==> config.mk <==
export PLATFORM = sky130hd
export DESIGN_NAME = pulse_channel
export DESIGN_NICKNAME = d
export VERILOG_FILES = /design/src/rtl/apu_pkg.sv /design/src/rtl/apu_envelope.sv /design/src/rtl/pulse_channel.sv
export SDC_FILE = /design/constraint.sdc
export NUM_CORES = 1
export LEC_CHECK = 0
export ABC_AREA = 1
export BUFFER_PORTS_ARGS = -buffer_cell sky130_fd_sc_hd__buf_2
export CAP_MARGIN = 20
export CORE_ASPECT_RATIO = 1.1
export CORE_UTILIZATION = 25
export CTS_CLUSTER_DIAMETER = 30
export DETAILED_ROUTE_END_ITERATION = 10
export GPL_TIMING_DRIVEN = 1
export PLACE_DENSITY_LB_ADDON = 0.05
export SLEW_MARGIN = 15
export SYNTH_ARGS = -nofsm -noshare
export SYNTH_HDL_FRONTEND = slang
export SYNTH_HIERARCHICAL = 1
export SYNTH_SLANG_ARGS = --single-unit
==> constraint.sdc <==
create_clock -name clk -period 5.19 [get_ports clk]
set_input_delay 0.519 -clock clk [delete_from_list [all_inputs] [get_ports clk]]
set_output_delay 0.519 -clock clk [all_outputs]
set_load 0.02 [all_outputs]
==> src/rtl/apu_pkg.sv <==
// APU shared definitions: register map, length and duty tables,
// and the field layouts of the pulse control and sweep registers.
package apu_pkg;

   typedef enum logic [1:0] {
      REG_CTRL  = 2'd0,
      REG_SWEEP = 2'd1,
      REG_LO    = 2'd2,
      REG_HI    = 2'd3
   } reg_addr_e;

   typedef struct packed {
      logic [1:0] duty;
      logic       halt;
      logic       const_vol;
      logic [3:0] v;
   } ctrl_reg_t;

   typedef struct packed {
      logic       en;
      logic [2:0] p;
      logic       neg;
      logic [2:0] shift;
   } sweep_reg_t;

   // Entry 0 is the rightmost element.
   localparam logic [31:0][7:0] LEN_TABLE = {
      8'd30, 8'd32, 8'd28, 8'd16, 8'd26, 8'd72, 8'd24, 8'd192,
      8'd22, 8'd96, 8'd20, 8'd48, 8'd18, 8'd24, 8'd16, 8'd12,
      8'd14, 8'd26, 8'd12, 8'd14, 8'd10, 8'd60, 8'd8,  8'd160,
      8'd6,  8'd80, 8'd4,  8'd40, 8'd2,  8'd20, 8'd254, 8'd10
   };

   // Bit n of an entry is the output at sequencer step n.
   localparam logic [3:0][7:0] DUTY_TABLE = {
      8'b1001_1111, 8'b0111_1000, 8'b0110_0000, 8'b0100_0000
   };

endpackage

==> src/rtl/apu_envelope.sv <==
// APU envelope generator: decaying or constant volume, clocked by quarter frames.
// Ports: clk, rst (sync, high), quarter_tick, start (restart pulse),
//        loop, const_vol, v (volume/period), volume (envelope output).
module apu_envelope #(
   parameter int VOL_W = 4
) (
   input  logic             clk,
   input  logic             rst,
   input  logic             quarter_tick,
   input  logic             start,
   input  logic             loop,
   input  logic             const_vol,
   input  logic [VOL_W-1:0] v,
   output logic [VOL_W-1:0] volume
);

   logic             start_flag;
   logic [VOL_W-1:0] decay;
   logic [VOL_W-1:0] divider;

   always_ff @(posedge clk) begin
      if (rst) begin
         start_flag <= 1'b0;
         decay      <= '0;
         divider    <= '0;
      end else begin
         if (quarter_tick) begin
            if (start_flag) begin
               start_flag <= 1'b0;
               decay      <= '1;
               divider    <= v;
            end else if (divider == '0) begin
               divider <= v;
               if (decay != '0)
                  decay <= decay - VOL_W'(1);
               else if (loop)
                  decay <= '1;
            end else begin
               divider <= divider - VOL_W'(1);
            end
         end
         // A restart in the same cycle as a tick lands after the tick.
         if (start)
            start_flag <= 1'b1;
      end
   end

   assign volume = const_vol ? v : decay;

endmodule

==> src/rtl/pulse_channel.sv <==
// NES APU pulse channel: period timer, duty sequencer, envelope, sweep, length.
// Ports: clk, rst (sync, high), apu_tick, quarter_tick, half_tick,
//        wr_en/wr_addr/wr_data (register writes), enable, vol, len_active.
module pulse_channel
   import apu_pkg::*;
#(
   parameter int TIMER_W   = 11,
   parameter int VOL_W     = 4,
   parameter bit ONES_COMP = 1'b1
) (
   input  logic             clk,
   input  logic             rst,
   input  logic             apu_tick,
   input  logic             quarter_tick,
   input  logic             half_tick,
   input  logic             wr_en,
   input  logic [1:0]       wr_addr,
   input  logic [7:0]       wr_data,
   input  logic             enable,
   output logic [VOL_W-1:0] vol,
   output logic             len_active
);

   localparam int RW = TIMER_W + 2;

   ctrl_reg_t          ctrl;
   sweep_reg_t         swp;
   logic               sweep_reload;
   logic [2:0]         sweep_div;
   logic [TIMER_W-1:0] period;
   logic [TIMER_W-1:0] timer;
   logic [2:0]         step;
   logic [7:0]         length;
   logic [VOL_W-1:0]   env_vol;

   logic wr_ctrl, wr_sweep, wr_lo, wr_hi;

   assign wr_ctrl  = wr_en && (wr_addr == REG_CTRL);
   assign wr_sweep = wr_en && (wr_addr == REG_SWEEP);
   assign wr_lo    = wr_en && (wr_addr == REG_LO);
   assign wr_hi    = wr_en && (wr_addr == REG_HI);

   // Sweep target, with a spare sign bit so negated underflow clamps to 0.
   logic [TIMER_W-1:0] delta;
   logic [RW-1:0]      raw;
   logic [TIMER_W:0]   target;
   logic               mute;
   logic               sweep_fire;
   logic               duty_bit;

   assign delta = period >> swp.shift;

   always_comb begin
      raw = {2'b00, period} + {2'b00, delta};
      if (swp.neg)
         raw = {2'b00, period} - {2'b00, delta} - RW'(ONES_COMP);
   end

   assign target = raw[RW-1] ? '0 : raw[TIMER_W:0];
   assign mute   = (period < TIMER_W'(8)) || target[TIMER_W];

   assign sweep_fire = half_tick && (sweep_div == 3'd0) && swp.en
                       && (swp.shift != 3'd0) && !mute;

   assign duty_bit = DUTY_TABLE[ctrl.duty][step];

   always_ff @(posedge clk) begin
      if (rst) begin
         ctrl <= '0;
         swp  <= '0;
      end else begin
         if (wr_ctrl)
            ctrl <= ctrl_reg_t'(wr_data);
         if (wr_sweep)
            swp <= sweep_reg_t'(wr_data);
      end
   end

   // CPU period writes take priority over a sweep update.
   always_ff @(posedge clk) begin
      if (rst)
         period <= '0;
      else if (wr_lo)
         period <= {period[TIMER_W-1:8], wr_data};
      else if (wr_hi)
         period <= {wr_data[TIMER_W-9:0], period[7:0]};
      else if (sweep_fire)
         period <= target[TIMER_W-1:0];
   end

   always_ff @(posedge clk) begin
      if (rst) begin
         sweep_div    <= 3'd0;
         sweep_reload <= 1'b0;
      end else begin
         if (half_tick) begin
            if ((sweep_div == 3'd0) || sweep_reload) begin
               sweep_div    <= swp.p;
               sweep_reload <= 1'b0;
            end else begin
               sweep_div <= sweep_div - 3'd1;
            end
         end
         if (wr_sweep)
            sweep_reload <= 1'b1;
      end
   end

   // Reg-3 restarts the sequence but leaves the timer phase alone.
   always_ff @(posedge clk) begin
      if (rst) begin
         timer <= '0;
         step  <= 3'd0;
      end else begin
         if (apu_tick) begin
            if (timer == '0) begin
               timer <= period;
               step  <= step - 3'd1;
            end else begin
               timer <= timer - TIMER_W'(1);
            end
         end
         if (wr_hi)
            step <= 3'd0;
      end
   end

   always_ff @(posedge clk) begin
      if (rst)
         length <= 8'd0;
      else if (!enable)
         length <= 8'd0;
      else if (wr_hi)
         length <= LEN_TABLE[wr_data[7:3]];
      else if (half_tick && (length != 8'd0) && !ctrl.halt)
         length <= length - 8'd1;
   end

   apu_envelope #(
      .VOL_W(VOL_W)
   ) u_env (
      .clk         (clk),
      .rst         (rst),
      .quarter_tick(quarter_tick),
      .start       (wr_hi),
      .loop        (ctrl.halt),
      .const_vol   (ctrl.const_vol),
      .v           (VOL_W'(ctrl.v)),
      .volume      (env_vol)
   );

   always_ff @(posedge clk) begin
      if (rst)
         vol <= '0;
      else if (mute || (length == 8'd0) || !duty_bit)
         vol <= '0;
      else
         vol <= env_vol;
   end

   assign len_active = (length != 8'd0);

endmodule

==> results of run 1 <==
-- power by group --
group	switching, mW	internal [mW]
registers	0.0805	0.578
clock network	0.235	0.420
logic	0.704	0.366
-- registers in the layout, indices dropped and copies added, names as in the netlist, 4 cells and up --
name,count
length,8
swp,8
vol,4
timer,11
u_env/decay,4
u_env/divider,4
period,11
ctrl,8
-- path summary, 6_finish.rpt --
path | slack, ns | cells after the start | to
max | 0.87 | 24 | period[3]
min reg2reg | 0.49 | 2 | sweep_div[1]
min | 0.49 | 2 | sweep_div[1]
max reg2reg | 0.87 | 24 | period[3]
-- area by class of cell --
class	count	area (µm²)	share of cell area, %
sequential	66	1320	20.8
clock buffer	11	233	3.66
tap	295	369	5.81
clock inverter	5	78.8	1.24
inverter	126	475	7.49
multi-input combinational	688	3700	58.3
timing repair buffer	30	173	2.72
-- layout by cell type (no fill, tap or decap), types with 2 or more instances in the layout --
cell       count
inv_2          7
clkbuf_1       2
nor2_1       102
nand3_1       58
or2_2          3
buf_4          9
xnor2_1        5
bufinv_16      2
a22oi_1        2
o21ai_0       83
clkinv_2       2
nand2_2       15
a31oi_1        5
nand2_1      191
nor4_1         5
xor2_1         7
ha_1          39
o221ai_1       3
nand3b_1       7
o211ai_1      12
inv_1        117
nand3_2        8
nor2_2         7
a21oi_2        2
fa_1           2
a21oi_1       81
o21bai_1       4
a211oi_1       3
nand2_4        4
a221oi_1       5
clkbuf_16      9
dfxtp_1       66
buf_2         21
nand4_1       14
nor3_1        13
o22ai_1        3
o21ai_1        2
-- kinds of logic (layout without fill, tap and decap cells) --
group / Yosys count / after routing / share of synthesized area, %
xor gates and xnor gates: 12 / 12 / 1.85
and+or+nand+nor: 427 / 427 / 33.6
DFF: 66 / 66 / 23.3
buffers and inverters: 156 / 172 / 11.5
adders and majority gates: 41 / 41 / 9.31
AOI/OAI and AO/OA: 208 / 208 / 20.4
-- worst min-delay path, cell delays in order (launching register included) --
cell	delay [ns]
dfxtp_1	0.31
nand2_1	0.06
a31oi_1	0.07
-- metal layers --
| layer | wire length (µm) | vias to the layer above | track usage [%] | part of all wire, % |
|---|---|---|---|---|
| met3 | 529 | 26 | 1.86 | 2.8 |
| met4 | 544 | 0 | 7.08 | 2.9 |
| met1 | 8840 | 2677 | 20.9 | 47 |
| li1 | - | 3030 | - | - |
| met2 | 9000 | 118 | 29.1 | 48 |
| met5 | 0 | - | 0 | 0 |
==> qor.txt, run 1 <==
Status = finished clean
Synth Warn # = 6
Non-Filler Instances = 1221
WP data required = 5.42 ns
P&R area growth vs syn = 12.0%
Core area = 0.0222 mm²
Pwr dens = 375 mW/mm²
Synth Flop Type = dfxtp_1
GPL Wtd Cong = 0.835
Design area = 0.00635 mm²
Overflow after GRT = 0
Total Power = 2.38 mW
Vias/cell = 4.79
Most numerous cell in the Yosys netlist = nand2_1
Die area = 0.0233 mm²
CP startpoint kind = flip-flop
CTS resizes = 0
First DRT Iteration DRCs = 306
Wirelength per Cell = 15.5 µm
Layout filler cell count = 2494
Most common cell on crit path = nand2_1
Tcrit/Tclk final = 83.3%
CTS Buf Count = 9
Cell variety after synth = 41
LEAKAGE = 2.95 nW
Cell Rows = 57
Max-slew violation count = 0
Drt total wl = 18.9 mm
Syn nets = 968
Starting Density = 25.6%
Async SR Flop Fraction = 0%
Dpl ws = 0.863 ns
Die Ht = 160 µm
Synthesized area = 0.00567 mm²
Register bit total from synthesis = 66
Top area cells in the synthesized netlist = dfxtp_1 (23%), nand2_1 (13%), ha_1 (8.6%), inv_1 (7.7%), o21ai_0 (7.3%)
Area after DPL = 0.00604 mm²
Worst hold path class = reg -> reg
Post-synth EDFFs = 0
Final setup vio count = 0
VDD IR-drop max = 0.226 mV
Least-Margin Pin Slew = 0.905 ns
I/O Buffers = 21
H-tree depth = 3
Slew margin rel. = 39.6%
RSZ-0062 raised after global routing = no
DRC Markers = 0
WHS = 0.486 ns
CP Cell Sequence = inv_1, o21ai_0, nand2_1, o21ai_0, a21oi_1, ha_1, inv_1, fa_1, inv_1, ha_1, inv_1, nor2_2, nand3_1, nor2_2, nand2_1, nor2_2, nand4_1, nand2_1, nand2_1, nand3_1, nand2_1, nand3b_1, nand2_1, nor2_1
Hold path start = swp[5]
Slowest cell on crit path = dfxtp_1
Setup WS post-layout = 0.866 ns
Initial antenna violation count = 0
Crit path kind = reg -> reg
TNS Setup = 0 ns
Routed Antenna Nets = 0
Synth top cells by count = nand2_1 (191), inv_1 (117), nor2_1 (102)
Vias = 5851
Cell count after synthesis = 910
Launching point of the worst reg2reg path = swp[0]
Nets = 979
DP HPWL = 15.0 mm
Placed instance count = 1205
Crit end category = flip-flop
CP delay by family, top = simple AND/OR/NAND/NOR gates
Post-synth top area cell = dfxtp_1
Vias in the first global route = 5771
Hold buffers post-CTS = 0
Reg clk slew, reported paths = 0.06 ns
Clock Sink Count = 66
First-pass GRT wire length = 30.6 mm
Arr. time, crit path = 4.55 ns
WP buf/inv = 4
Post-synth top area share = 23.3%
CTS tree = built
Max Fanout on Critical Path = 18
Die X = 146 µm
Achievable clock frequency = 231 MHz
Mean Syn Cell Area = 6.23 µm²
Number of diodes = 0
Clk_lat worst skew = 0.34 ns
Max cap viols = 0
DR pass1 iterations = 5
Hold Fails Final Rpt = 0
Setup bufs post-CTS = 0
Root buf cell = clkbuf_16
Delay of the slowest cell on the worst path = 0.62 ns
Fin util = 28.6%
Clock Skew = 0.00885 ns
Tmin final = 4.32 ns
Total track usage = 16.7%
Io pins = 22
Clk buf depth = 2
Fraction of layout cells with a size suffix above 1 = 9.94%
Pin count of the biggest net entering global routing = 26
Proportion of synthesized chip area in sequential cells = 23.3%
CP Launch Point = swp[0]
Note: power is estimated with default switching activity, not from simulation.
==> inputs of run 2 (changes only) <==
==> constraint.sdc (replaced) <==
create_clock -name clk -period 4.5 [get_ports clk]
set_input_delay 0.45 -clock clk [delete_from_list [all_inputs] [get_ports clk]]
set_output_delay 0.45 -clock clk [all_outputs]
set_load 0.02 [all_outputs]
==> run 2 against run 1 <==
  * Core utilization grew 0.38 points
  * Critical endpoint is now period[10]
  * Critical path depth shrank 3
  * Clock power grew 28%
  * Wire length grew 0.83%
  * Non-clock buffer count grew 6
  * First-iteration DRC count shrank 19%
  * Largest cell class unchanged
  * Highest routed layer unchanged
  * Total power grew 19%
  * Hold slack lost 0.063 ns
  * Critical path type unchanged
  * Final cell count grew 0.49%
  * Via count shrank 2.5%
  * Largest power group unchanged
  * Clock-buffer cell count shrank 2
  * Die area is the same
==> qor.txt, run 2 (same netlist as run 1, synthesis figures left out) <==
Delay of the slowest cell on the worst path = 0.50 ns
Drt total wl = 19.1 mm
Total track usage = 16.8%
Starting Density = 25.6%
Least-Margin Pin Slew = 0.952 ns
P&R area growth vs syn = 13.4%
M1 WL = 9.24 mm
Pwr dens = 442 mW/mm²
Arr. time, crit path = 4.22 ns
Fraction of layout cells with a size suffix above 1 = 10.7%
WHS = 0.423 ns
CTS Buf Count = 9
TNS Setup = 0 ns
Routed Antenna Nets = 0
H-tree depth = 3
Crit. path cell count = 21
Max-slew violation count = 0
Commonest non-fill, non-tap cell in the layout = nand2_1
Launching point of the worst reg2reg path = swp[0]
Cell Rows = 57
Commonest cells after routing, fill and taps aside = nand2_1 (191), inv_1 (117), nor2_1 (102), o21ai_0 (82), a21oi_1 (81)
CP startpoint kind = flip-flop
Layout filler cell count = 2484
Clock Sink Count = 66
Reg clk slew, reported paths = 0.06 ns
First-pass GRT wire length = 30.6 mm
Clk_lat worst skew = 0.34 ns
Die X = 146 µm
CP delay by family, top = simple AND/OR/NAND/NOR gates
Die area = 0.0233 mm²
R2r worst-path depth = 21
Vias = 5706
Reg-to-reg critical path endpoint = period[10]
Achievable clock frequency = 251 MHz
Pin count of the biggest net entering global routing = 29
GPL Wtd Cong = 0.812
Worst hold path class = in -> reg
Hold Fails Final Rpt = 0
Die Ht = 160 µm
Crit path kind = reg -> reg
Met3 wire len = 335 µm
First DRT Iteration DRCs = 249
Worst R2R Setup Slack = 0.52 ns
CP Cell Sequence = buf_4, o21ai_0, o21ai_0, a21oi_1, inv_1, ha_1, inv_1, a21oi_2, nand2_1, nand3_1, nand2_1, nand2_1, nand2_1, a21oi_1, o21ai_0, nand2_1, nand3_2, nand2_2, nand2_1, nor2_1, nor2_1
LEAKAGE = 2.99 nW
Clock Skew = 0.00877 ns
WP buf/inv = 3
Tcrit/Tclk final = 88.4%
Io pins = 22
Vias/cell = 4.65
Final setup vio count = 0
Nets = 985
WP data required = 4.74 ns
Metal2 WL = 9.16 mm
DP HPWL = 15.1 mm
VDD IR-drop max = 0.173 mV
Wirelength per Cell = 15.5 µm
I/O Buffers = 21
Number of diodes = 0
CP endpoint = period[10]
Clk buf depth = 2
Vias in the first global route = 5677
Tmin final = 3.98 ns
Root buf cell = clkbuf_16
Max cap viols = 0
Crit end category = flip-flop
Hold buffers post-CTS = 0
Initial antenna violation count = 0
CTS tree = built
Status = finished clean
Max Fanout on Critical Path = 21
Most common cell on crit path = nand2_1
Overflow after GRT = 0
DR top layer = met4
DRC Markers = 0
CP Launch Point = swp[0]
Biggest regs = period: 11 flops, timer: 11 flops
Core area = 0.0222 mm²
DR pass1 iterations = 5
Slew margin rel. = 36.4%
Slowest cell on crit path = ha_1
RSZ-0062 raised after global routing = no
## run 2: worst min-delay path by stage
stage	end	slack [ns]	depth (start not counted)	start
4_1_cts	sweep_div[1]	0.42	2	half_tick
3_5_place_dp	sweep_reload	0.47	2	sweep_reload
5_1_grt	sweep_div[1]	0.42	2	half_tick
2_1_floorplan	sweep_reload	0.44	2	sweep_reload
6_report	sweep_div[1]	0.42	2	half_tick
3_3_place_gp	sweep_reload	0.47	2	sweep_reload
## run 2: repair_timing
| action | in CTS | in global routing |
|---|---|---|
| resized for setup | 0 | 1 |
| setup buffers | 0 | 0 |
| setup endpoints to repair | 0 | 7 |
## run 2: per-stage QoR
step                util, %  setup WS [ns]  std cells  total power [mW]  cell area [µm²]
floorplan                 -           1.10        910              1.71             5670
global placement       27.4          0.234       1211              2.05             6080
detailed placement     27.4          0.360       1211              2.02             6080
CTS                    29.0          0.323       1227              2.87             6430
global route           29.0         0.0705       1227              3.10             6430
finish                 29.0          0.523       1227              2.84             6430
## run 2: cell type report
class | count | area [µm²] | area share (%)
Multi-Input combinational cell | 688 | 3700 | 57.5
Sequential cell | 66 | 1320 | 20.5
Inverter | 126 | 475 | 7.39
Tap cell | 295 | 369 | 5.74
Clock buffer | 9 | 225 | 3.50
Timing Repair Buffer | 36 | 218 | 3.38
Clock inverter | 7 | 125 | 1.94
## run 2: layer usage
| layer | up-vias | track usage [%] |
|---|---|---|
| li1 | 3030 | - |
| met1 | 2599 | 21.6 |
| met2 | 59 | 29.7 |
| met3 | 18 | 1.89 |
| met4 | 0 | 4.74 |
| met5 | - | 0 |
## run 2: worst reg2reg max path: stages, from the launching register on
cell and delay [ns]:
dfxtp_1 0.34, buf_4 0.18, o21ai_0 0.27, o21ai_0 0.16
a21oi_1 0.35, inv_1 0.09, ha_1 0.50, inv_1 0.19
a21oi_2 0.18, nand2_1 0.12, nand3_1 0.09, nand2_1 0.11
nand2_1 0.10, nand2_1 0.09, a21oi_1 0.13, o21ai_0 0.12
nand2_1 0.15, nand3_2 0.08, nand2_2 0.32, nand2_1 0.13
nor2_1 0.12, nor2_1 0.05
## run 2: where the power goes
group	internal, mW	leakage [nW]	switching, mW
registers	0.667	0.541	0.0896
clock network	0.546	0.170	0.294
logic	0.426	2.28	0.821
total	1.64	2.99	1.21
==> inputs of run 3 (changes only) <==
--- a/config.mk
+++ b/config.mk
@@ -5,7 +5,6 @@
 export SDC_FILE = /design/constraint.sdc
 export NUM_CORES = 1
 export LEC_CHECK = 0
-export ABC_AREA = 1
 export BUFFER_PORTS_ARGS = -buffer_cell sky130_fd_sc_hd__buf_2
 export CAP_MARGIN = 20
 export CORE_ASPECT_RATIO = 1.1
@@ -14,6 +13,7 @@
 export DETAILED_ROUTE_END_ITERATION = 10
 export GPL_TIMING_DRIVEN = 1
 export PLACE_DENSITY_LB_ADDON = 0.05
+export REMOVE_ABC_BUFFERS = 1
 export SLEW_MARGIN = 15
 export SYNTH_ARGS = -nofsm -noshare
 export SYNTH_HDL_FRONTEND = slang
==> run 3 against run 2 <==
  * Setup slack got worse by 0.21 ns
  * First-iteration DRC count decreased by 5.2%
  * Hold slack improved by 0.064 ns
  * Largest cell class unchanged
  * Largest power group unchanged
  * Final cell count decreased by 17%
  * Clock-buffer cell count unchanged
  * Highest routed layer unchanged
  * Combinational power decreased by 14%
  * Area after synthesis decreased by 1.0%
==> qor.txt, run 3 <==
Mean Syn Cell Area = 8.02 µm²
Synth Warn # = 6
Xor and xnor fraction of the mapped netlist area = 4.99%
First-pass GRT wire length = 27.7 mm
Adder-cell share of the synthesized area = 9.40%
Max cap viols = 0
Synthesized area = 0.00562 mm²
Post-synth top area cell = dfxtp_1
Vias in the first global route = 4995
WP data required = 4.67 ns
Pin count of the biggest net entering global routing = 46
Fraction of layout cells with a size suffix above 1 = 15.1%
First DRT Iteration DRCs = 236
Most numerous cell in the Yosys netlist = nor2_1
Combinational share of power = 41.5%
Register share of total power = 29.2%
LEAKAGE = 2.63 nW
Commonest non-fill, non-tap cell in the layout = nor2_1
Least-Margin Pin Slew = 1.04 ns
Wirelength per Cell = 17.2 µm
Simple-gate share of the synthesized area = 23.1%
Switching Share = 38.4%
Clock Skew = 0.00489 ns
Io pins = 22
TNS Setup = 0 ns
Routed Antenna Nets = 0
Largest family of logic cells by synthesized area = compound AO/OA/AOI/OAI gates
Clock Sink Count = 66
VDD IR-drop max = 0.166 mV
Async SR Flop Fraction = 0%
Cell variety after synth = 96
Root buf cell = clkbuf_16
CTS Buf Count = 9
Clock power frac = 29.3%
Synth Flop Type = dfxtp_1
Vias/cell = 5.01
CTS tree = built
Pint = 1.60 mW
CP startpoint kind = flip-flop
Setup bufs post-CTS = 0
I/O Buffers = 21
Vias = 5083
Clk_lat worst skew = 0.33 ns
Slew margin rel. = 30.6%
Register bit total from synthesis = 66
Hold Fails Final Rpt = 0
DP HPWL = 13.4 mm
Worst hold path class = reg -> reg
RSZ-0062 raised after global routing = no
Overflow after GRT = 0
Die Ht = 159 µm
Die X = 145 µm
Die area = 0.0231 mm²
Tcrit/Tclk final = 93.1%
Switch Pwr = 0.996 mW
Mux cell area share after synthesis = 7.64%
P&R area growth vs syn = 14.1%
Achievable clock frequency = 239 MHz
Clk buf depth = 2
Cell count after synthesis = 700
Tmin final = 4.19 ns
Crit end category = flip-flop
Pwr dens = 405 mW/mm²
Initial antenna violation count = 0
Number of diodes = 0
Arr. time, crit path = 4.36 ns
Proportion of synthesized chip area in sequential cells = 23.5%
Core area = 0.0220 mm²
DR pass1 iterations = 4
Nets = 773
Biggest regs = period: 11 flops, timer: 11 flops
Top area cells in the synthesized netlist = dfxtp_1 (24%), ha_1 (8.7%), nor2_1 (5.1%), mux2i_1 (4.6%), a21oi_1 (3.9%)
Synth top cells by count = nor2_1 (76), dfxtp_1 (66), inv_1 (51)
Starting Density = 25.5%
GPL Wtd Cong = 0.823
Commonest cells after routing, fill and taps aside = nor2_1 (76), dfxtp_1 (64), inv_1 (51), a21oi_1 (44), nand2_1 (42)
Max Fanout on Critical Path = 11
Crit path kind = reg -> reg
H-tree depth = 3
Status = finished clean
Drt total wl = 17.5 mm
Reg clk slew, reported paths = 0.06 ns
Total track usage = 15.7%
Final setup vio count = 0
Compound-Gate Fraction of Synth Area = 24.9%
DRC Markers = 0
Area after DPL = 0.00608 mm²
Post-synth top area share = 23.5%
Cell Rows = 57
Max-slew violation count = 0
Design area = 0.00641 mm²
Post-synth EDFFs = 0
Layout filler cell count = 2361
## run 3: cell count changes after synthesis, sizes merged, moves of 22 or more
cell and delta:
nand2 -168, nor3 +22, a21oi -38, inv -73
nor2 -31, nand3 -51, mux2i +26, o21ai -44
## run 3: repair_timing
action | 4_1_cts | 5_1_grt
setup endpoints to repair | 0 | 10
gates resized for setup | 0 | 3
hold buffers | 0 | 0
## run 3: cell type report
cell class / count / area (µm²) / area share (%)
well taps: 295 / 369 / 5.76
repair buffers: 42 / 263 / 4.10
clock buffers: 9 / 225 / 3.51
clock inverters: 7 / 93.8 / 1.46
flip-flops and latches: 66 / 1320 / 20.7
inverters: 52 / 195 / 3.05
multi-input cells: 544 / 3940 / 61.5
## run 3: cells by family (layout without fill, tap and decap cells)
kind of cell             after synthesis  after routing
buffers and inverters                 90            110
AO/OA/AOI/OAI                        187            187
multiplexers                          36             36
adder cells (fa/ha/maj)               41             41
AND/OR/NAND/NOR                      248            248
XOR/XNOR                              32             32
flip-flops                            66             66
## run 3: path summary, 6_finish.rpt
check	startpoint	endpoint	slack (ns)	cells past startpoint
max	swp[1]	period[1]	0.31	16
min	sweep_div[0]	sweep_div[0]	0.49	1
min reg2reg	sweep_div[0]	sweep_div[0]	0.49	1
max reg2reg	swp[1]	period[1]	0.31	16
## run 3: power groups by stage
stage / Clock, mW / Combinational [mW] / Sequential [mW]
2_1_floorplan: 0 / 0.802 / 0.748
3_3_place_gp: 0 / 1.08 / 0.768
3_5_place_dp: 0 / 1.07 / 0.769
4_1_cts: 0.782 / 1.08 / 0.756
5_1_grt: 0.807 / 1.21 / 0.768
6_report: 0.760 / 1.08 / 0.757
## run 3: worst max-delay path: stages (launching register included)
cell and delay, ns:
dfxtp_2 0.45, mux2_2 0.38, nor2_1 0.08, a21oi_1 0.06, mux2_2 0.29, ha_1 0.20
inv_1 0.07, fa_1 0.32, a211oi_2 0.17, o21ai_4 0.30, a2111oi_2 0.11, a211oi_1 0.37
nand3_2 0.22, o41ai_4 0.44, a21oi_2 0.16, a221oi_1 0.30, nor3_1 0.09
## run 3: per-layer routing
layer | up-vias | wire [µm] | global-route usage [%]
met2 | 91 | 8490 | 26.4
met5 | - | 0 | 0
met4 | 0 | 652 | 7.27
met3 | 28 | 434 | 1.65
li1 | 2568 | - | -
met1 | 2396 | 7900 | 19.8
## run 3: through the flow
stage          setup WS, ns  util (%)  total power [mW]  hold slack [ns]  std cells
6_report              0.311      29.1              2.59            0.486       1015
4_1_cts               0.175      29.1              2.62            0.484       1015
5_1_grt              0.0383      29.1              2.78            0.496       1015
3_3_place_gp          0.209      27.6              1.85            0.462        999
2_1_floorplan         0.580         -              1.55            0.443        662
3_5_place_dp          0.194      27.6              1.84            0.483        999
